### src/rtl/freq_gen.sv
// ---------------------------------------------------------------------------
// freq_gen
//
// Programmable square-wave frequency generator. A target frequency in Hz is
// accepted over a valid/ready handshake, converted to a half-period count
// N = floor(CLK_FS / (2*f)) by a bit-serial restoring divider, and then
// switched into the output divider only at a rising-edge boundary so that
// clk_out never carries a truncated phase.
//
// Ports:
//   sys_clk    reference clock, the only clock domain
//   sys_rst    synchronous active-high reset
//   freq_set   requested output frequency in Hz
//   set_valid  freq_set is valid, held until accepted
//   set_ready  block can accept a new setting (high only while idle)
//   clk_out    generated square wave, period 2*N sys_clk cycles
//   freq_act   frequency currently applied, after clamping
//   range_err  one-cycle pulse when a request was clamped to CLK_FS/2
// ---------------------------------------------------------------------------
module freq_gen #(
  parameter int unsigned CLK_FS = 50_000_000,
  parameter int unsigned FREQ_W = 20,
  parameter int unsigned DIV_W  = 26
) (
  input  logic              sys_clk,
  input  logic              sys_rst,
  input  logic [FREQ_W-1:0] freq_set,
  input  logic              set_valid,
  output logic              set_ready,
  output logic              clk_out,
  output logic [FREQ_W-1:0] freq_act,
  output logic              range_err
);

  localparam int unsigned FS_HALF  = CLK_FS / 2;
  localparam int unsigned BC_W     = $clog2(DIV_W + 1);
  localparam int unsigned REM_W    = FREQ_W + 1;
  localparam logic [DIV_W-1:0] DIVIDEND = DIV_W'(CLK_FS);
  localparam logic [BC_W-1:0]  BC_LAST  = BC_W'(DIV_W);

  typedef enum logic [1:0] {
    IDLE,
    CALC,
    APPLY
  } state_t;

  state_t state, state_next;

  logic              xfer;
  logic              req_clamp;
  logic              req_zero;
  logic [FREQ_W-1:0] req_f;

  logic [FREQ_W-1:0] f_req;
  logic [FREQ_W:0]   divisor;
  logic [REM_W-1:0]  rem;
  logic [REM_W:0]    trial;
  logic [REM_W-1:0]  trial_sub;
  logic              trial_ge;
  logic [DIV_W-1:0]  quo;
  logic [DIV_W-1:0]  dvd_sh;
  logic [BC_W-1:0]   bit_cnt;
  logic              calc_done;
  logic [DIV_W-1:0]  n_pend;

  logic [DIV_W-1:0]  n_cur;
  logic [DIV_W-1:0]  cnt;
  logic              at_rise;
  logic              boundary;

  // Request decoding: requests above half the reference rate are clamped,
  // and zero means stop. The comparison is widened so that it stays correct
  // whether or not CLK_FS/2 is representable in FREQ_W bits.
  always_comb begin
    req_clamp = 64'(freq_set) > 64'(FS_HALF);
    req_zero  = (freq_set == '0);
    req_f     = req_clamp ? FREQ_W'(FS_HALF) : freq_set;
  end

  // One restoring-division step: shift the next dividend bit into the
  // partial remainder and subtract the divisor if it fits. The remainder is
  // always below the divisor, so the subtraction result fits in REM_W bits.
  always_comb begin
    trial     = {rem, dvd_sh[DIV_W-1]};
    trial_ge  = (trial >= {1'b0, divisor});
    trial_sub = trial[REM_W-1:0] - divisor;
    calc_done = (bit_cnt == BC_LAST);
  end

  // A switch point is the cycle where the running generator would drive
  // clk_out from 0 to 1, i.e. just after a complete low phase. A stopped
  // generator can be switched at any time.
  always_comb begin
    at_rise  = (n_cur != '0) && !clk_out && (cnt == n_cur - DIV_W'(1));
    boundary = (n_cur == '0) || at_rise;
  end

  // Control state register.
  always_ff @(posedge sys_clk) begin
    if (sys_rst) begin
      state <= IDLE;
    end else begin
      state <= state_next;
    end
  end

  // Next-state and handshake logic. A stop request needs no division and
  // goes straight to waiting for the switch point.
  always_comb begin
    state_next = state;
    set_ready  = 1'b0;
    xfer       = 1'b0;
    case (state)
      IDLE: begin
        set_ready = 1'b1;
        xfer      = set_valid;
        if (set_valid) begin
          state_next = req_zero ? APPLY : CALC;
        end
      end
      CALC: begin
        if (calc_done) begin
          state_next = APPLY;
        end
      end
      APPLY: begin
        if (boundary) begin
          state_next = IDLE;
        end
      end
      default: begin
        state_next = IDLE;
      end
    endcase
  end

  // Request capture and the bit-serial divider. The quotient is built MSB
  // first over DIV_W iterations; the cycle after the last iteration copies it
  // into the pending half-period register.
  always_ff @(posedge sys_clk) begin
    if (sys_rst) begin
      f_req     <= '0;
      divisor   <= '0;
      rem       <= '0;
      quo       <= '0;
      dvd_sh    <= '0;
      bit_cnt   <= '0;
      n_pend    <= '0;
      range_err <= 1'b0;
    end else begin
      range_err <= 1'b0;
      if (xfer) begin
        f_req     <= req_f;
        divisor   <= {req_f, 1'b0};
        rem       <= '0;
        quo       <= '0;
        dvd_sh    <= DIVIDEND;
        bit_cnt   <= '0;
        n_pend    <= '0;
        range_err <= req_clamp;
      end else if (state == CALC) begin
        if (!calc_done) begin
          rem     <= trial_ge ? trial_sub : trial[REM_W-1:0];
          quo     <= {quo[DIV_W-2:0], trial_ge};
          dvd_sh  <= {dvd_sh[DIV_W-2:0], 1'b0};
          bit_cnt <= bit_cnt + BC_W'(1);
        end else begin
          n_pend <= quo;
        end
      end
    end
  end

  // Output divider. At the switch point the new half-period is loaded and
  // the rising edge the old setting was about to make is produced (or
  // suppressed when stopping), so every phase lasts a full N.
  always_ff @(posedge sys_clk) begin
    if (sys_rst) begin
      n_cur    <= '0;
      cnt      <= '0;
      clk_out  <= 1'b0;
      freq_act <= '0;
    end else if ((state == APPLY) && boundary) begin
      n_cur    <= n_pend;
      cnt      <= '0;
      freq_act <= f_req;
      clk_out  <= (n_pend != '0);
    end else if (n_cur == '0) begin
      cnt     <= '0;
      clk_out <= 1'b0;
    end else if (cnt == n_cur - DIV_W'(1)) begin
      cnt     <= '0;
      clk_out <= ~clk_out;
    end else begin
      cnt <= cnt + DIV_W'(1);
    end
  end

endmodule

### config.mk
export PLATFORM = sky130hd
export DESIGN_NAME = freq_gen
export DESIGN_NICKNAME = d
export VERILOG_FILES = /design/src/rtl/freq_gen.sv
export SDC_FILE = /design/constraint.sdc
export NUM_CORES = 1
export LEC_CHECK = 0
export BUFFER_PORTS_ARGS = -buffer_cell sky130_fd_sc_hd__buf_2
export CORE_ASPECT_RATIO = 1.75
export CORE_UTILIZATION = 50
export CTS_CLUSTER_DIAMETER = 150
export DETAILED_ROUTE_END_ITERATION = 6
export PLACE_DENSITY_LB_ADDON = 0.25
export SYNTH_ARGS = -nofsm -noshare
export SYNTH_HDL_FRONTEND = slang
export SYNTH_SLANG_ARGS = --single-unit
### constraint.sdc
create_clock -name sys_clk -period 7.2 [get_ports sys_clk]
set_clock_uncertainty 0.1 [all_clocks]
set_input_delay 1.44 -clock sys_clk [delete_from_list [all_inputs] [get_ports sys_clk]]
set_output_delay 1.44 -clock sys_clk [all_outputs]
set_load 0.005 [all_outputs]
# Word level (Yosys, flattened, before mapping)

Index checks and enable logic that the tools add are counted.

Add/sub/neg operators: 4
Magnitude comparators: 1
Equal/unequal tests: 8
Muxes and demuxes: 14
Bitwise operators: 2
Reductions and logical operators: 18

Operators by type and width:

| kind                                                | count |
|---|---|
| 2-to-1 mux 26 bit                                   | 3 |
| nonzero test 26 bit                                 | 2 |
| adder 26 x 1 -> 26 bit, second input constant       | 1 |
| equality test 26 bit                                | 1 |
| logical NOT 26 bit                                  | 1 |
| subtractor 26 x 1 -> 26 bit, second input constant  | 1 |
| >= comparator 22 x 21 -> 1 bit                      | 1 |
| 2-to-1 mux 21 bit                                   | 1 |
| subtractor 21 bit                                   | 1 |
| logical NOT 20 bit                                  | 1 |
| 2-to-1 mux 2 bit                                    | 4 |
| != test 2 bit, second input constant                | 4 |
| one-hot mux 2 bit (3 select lines)                  | 1 |
| AND reduction 2 bit                                 | 3 |
| adder 5 x 1 -> 5 bit, second input constant         | 1 |
| equality test 5 bit, second input constant          | 1 |
| 2-to-1 mux 1 bit                                    | 5 |
| OR reduction 4 bit                                  | 1 |
| logical AND 1 bit                                   | 3 |
| AND reduction 3 bit                                 | 1 |
| nonzero test 3 bit                                  | 1 |
| equality test 2 x 1 -> 1 bit, second input constant | 1 |
| equality test 2 bit, second input constant          | 1 |
| logical NOT 2 bit                                   | 1 |
| other kinds (5)                                     | 6 |

Flip-flop bits (word level): 192
Bits of input ports: 23
Output and inout bits: 23
Logic and storage cells: 59

# Depth between registers and ports, before layout

Depth after elaboration: 6
Gate-level depth with buffers: 13

# Worst setup path before layout

No wires, ideal clock.

Kind: register to register
Start: register n_cur[0]
End: register freq_act[0]
Setup time: 72 ps
Arrival: 3035 ps
Required time: 7028 ps
Slack: 3993 ps
Stages on the path, launching flop included: 13
Path buffers: 3
Cells stage by stage: dfxtp_1 > inv_1 > ha_1 > clkbuf_1 > or4b_1 > or4_1 > o211ai_1 > o211ai_2 > and2_4 > o41ai_2 > buf_6 > buf_12 > mux2i_1

Cells in the longest elaborated chain, start to end: 5

Ends and longest elaborated chain:

| item                                                               | RTL line | RTL |
|---|---|---|
| start, declared                                                    | 66       | `logic [DIV_W-1:0] n_cur;` |
| start signal, assigned                                             | 184      | `n_cur <= n_pend;` |
| subtractor 26 x 1 -> 26 bit or nonzero test 26 bit (tied branches) | 94       | `at_rise = (n_cur != '0) && !clk_out && (cnt == n_cur - DIV_W'(1));` |
| equality test 26 bit or logical AND 1 bit (tied branches)          | 94       |  |
| logical AND 1 bit                                                  | 94       |  |
| logical OR 1 bit *                                                 | 95       | `boundary = (n_cur == '0) \|\| at_rise;` |
| logical AND 1 bit *                                                | 183      | `end else if ((state == APPLY) && boundary) begin` |
| end signal, assigned                                               | 186      | `freq_act <= f_req;` |
| end, declared                                                      | 31       | `output logic [FREQ_W-1:0] freq_act,` |

Mark *: on every way between the ends. The rest lies on a longest branch, timed or not.
A chain may end at the register's enable or synchronous reset.

# Worst setup path in the final report

Start: register n_cur[0]
End: register freq_act[13]

Same word-level chain as after synthesis.

==> results.yml <==
placed_design:
  pre_cts_ws_ns: 2.801
  portBuffers: 44
  dp_hpwl_um: 17110
  gp_congestion: 0.8940
synthesis:
  synthesis.area_um2: 10070
  async_reset_ff_frac: 0
  synthesis.instances: 1205
  synth_edf_count: 0
  synth.distinct_cells: 79
  yosysWarnings: 0
  synthesis.nets: 1254
  ys_seq_area_frac: 0.3818
  synth_top_area_frac: 0.3818
  synth_commonest_cells: "193 x nand2_1, 192 x dfxtp_1, 123 x a21oi_1, 80 x nor2_1, 65 x or2b_2"
  yosysMostFrequentCell: "nand2_1"
  netlist_top_cells_area: "dfxtp_1 38%, nand2_1 7.2%, a21oi_1 6.1%"
  ys_ff_latch: 192
  yosys.area.top_type: "dfxtp_1"
  synth_area_per_cell_um2: 8.356
  synth_ff_type: "dfxtp_1"
clocking:
  cts_made_buffers: 17
  ctsHoldBuffers: 0
  insertion_delay_ns: 0.44
  cts.repair_timing.setup_buffer_count: 0
  cts-root-buf: "clkbuf_16"
  clockBufferDepth: 2
  htreeDepth: 4
  clk_pin_slew_ns: 0.07
  cts-resized-gates: 0
  cts_tree: "built"
  cts_sinks: 192
hold_path:
  hold_class: "reg2reg"
  hp-start: "dvd_sh[7]"
setup_path:
  critical_path_buf_inv_count: 2
  crit_family: "simple AND/OR/NAND/NOR gates"
  cp_cell_sequence: "inv_1 -> ha_1 -> or4b_1 -> or2_0 -> a21oi_1 -> nand4b_1 -> nor4_4 -> nand3_2 -> o41ai_4 -> buf_4 -> mux2i_1"
  critPathMaxStageDelay_ns: 0.97
  cp-end-kind: "flip-flop"
  required_ns: 7.46
  crit_arrival_ns: 4.68
  crit_slowest_cell: "o41ai_4"
  path_max_fanout: 33
  startpoint: "n_cur[0]"
  crit_path_start_kind: "flip-flop"
  worstReg2RegStart: "n_cur[0]"
  worstSetupPathType: "reg2reg"
die:
  die_w_um: 109.3
  die_y_um: 189.7
  dieArea_um2: 20730
  num_rows: 68
  coreArea_um2: 19740
  initial_core_util: 0.5101
  io_pins: 46
grt:
  grt_usage: 0.2385
  grt_pass1_wl_um: 38440
  gr-total-overflow: 0
  antenna_found_initial: 0
  grt_max_degree: 70
  grt_pass1_vias: 8009
drt:
  drc: 0
  wl_um: 23460
  viasPerCell: 5.559
  drtIter0Drc: 320
  ant_nets: 0
  routedWlPerCell_um: 16.03
  firstDrtPassIters: 5
  vias: 8139
finish:
  nFillCells: 1883
  syn_to_final_growth_pct: 8.053
  drive_gt1_frac: 0.1468
  antenna-diode-count: 0
  finalNetCount: 1255
timing:
  period_share: 0.6132
  final-max-slew-violation-count: 0
  tightest_slew_ns: 1.157
  hold_viol_final: 0
  fin_crit_ns: 4.415
  fmax_mhz: 226.5
  fin_ws_ns: 2.785
  finalSetupTns_ns: 0
  rsz0062_at_grt: "false"
  slew-limit-headroom: 0.2258
  setup_viol: 0
power:
  power_leakage_nw: 3.902
  p_total_mw: 2.384
  ir_worst_vdd_mv: 0.1573
  p_per_area_nw_per_um2: 219.1
flow_run:
  maxCapViolCount: 0
status:
  status: "finished clean"
## cell type report
class / instances / area, um2 / area share
inverter: 36 / 135.1 / 0.01242
tap: 245 / 306.5 / 0.02818
clock buffer: 19 / 442.9 / 0.04071
sequential: 192 / 3844 / 0.3533
timing repair buffer: 51 / 275.3 / 0.02530
multi-input combinational: 908 / 5749 / 0.5285
clock inverter: 13 / 126.4 / 0.01162
## flip-flops by register name, indices dropped and copies added (netlist names)
register	flops
bit_cnt	5
clk_out	1
cnt	26
divisor	20
dvd_sh	19
freq_act	20
n_cur	26
n_pend	26
quo	26
rem	21
state	2
## tightest hold or removal path: stages, from the launching register on
cell and delay, ns:
dfxtp_1 0.31, nand2_1 0.05, a21oi_1 0.05
## logic make-up (layout without fill, tap and decap cells)
| group | count (synthesis) | after routing | synth area share |
|---|---|---|---|
| compound gates | 211 | 211 | 0.1245 |
| mux | 62 | 62 | 0.06201 |
| buf+inv | 105 | 119 | 0.05008 |
| xor+xnor | 68 | 68 | 0.05915 |
| flops | 192 | 192 | 0.3818 |
| fa+ha+maj | 26 | 26 | 0.03306 |
| other cells | 1 | 1 | 0.0003725 |
| simple gates | 540 | 540 | 0.2891 |
## where the power goes
part	internal (mW)	switching, mW	total, mW
logic	0.135	0.220	0.355
clock network	0.492	0.433	0.926
registers	1.09	0.0185	1.10
total	1.71	0.672	2.38
## placed cells by master (no fill, tap or decap), types with 5 or more instances in the layout
master and count:
inv_1 36, nand2b_1 20, nor4_1 22, a21o_1 8, a21oi_1 123, and3_1 8
ha_1 25, nor3_1 42, dfxtp_1 192, nor2_1 79, or2b_2 65, buf_4 8
nand4_1 15, or4_1 5, a31oi_1 8, xor2_1 28, nand3_1 26, or2b_1 12
nor2b_1 5, buf_2 43, o31ai_1 5, mux2i_1 59, o21ai_0 33, nand2_1 193
clkbuf_16 17, or3_1 9, xnor2_1 40
## final timing paths
check                                     to  slack, ns  cells after the start
worst min register to register     dvd_sh[8]       0.35                      2
worst max register to register  freq_act[13]       2.79                     11
worst max-delay path            freq_act[13]       2.79                     11
worst min-delay path               dvd_sh[8]       0.35                      2
## routing by layer
metal | wire length [um] | up-vias | global-route usage
met5 | 0 | - | 0
met4 | 887 | 0 | 0.1200
met3 | 621 | 56 | 0.04008
met2 | 12960 | 150 | 0.4507
met1 | 8992 | 3797 | 0.2442
li1 | - | 4136 | -
## stage by stage
step	std cells	instance area, um2	utilization	hold WS, ns
finish	1464	10880	0.5512	0.3489
global route	1464	10880	0.5512	0.3638
CTS	1464	10880	0.5512	0.3539
detailed placement	1432	10310	0.5223	0.3424
global placement	1432	10310	0.5223	0.3351
floorplan	1205	10070	-	0.3287
Power figures use the tool's default switching activity.
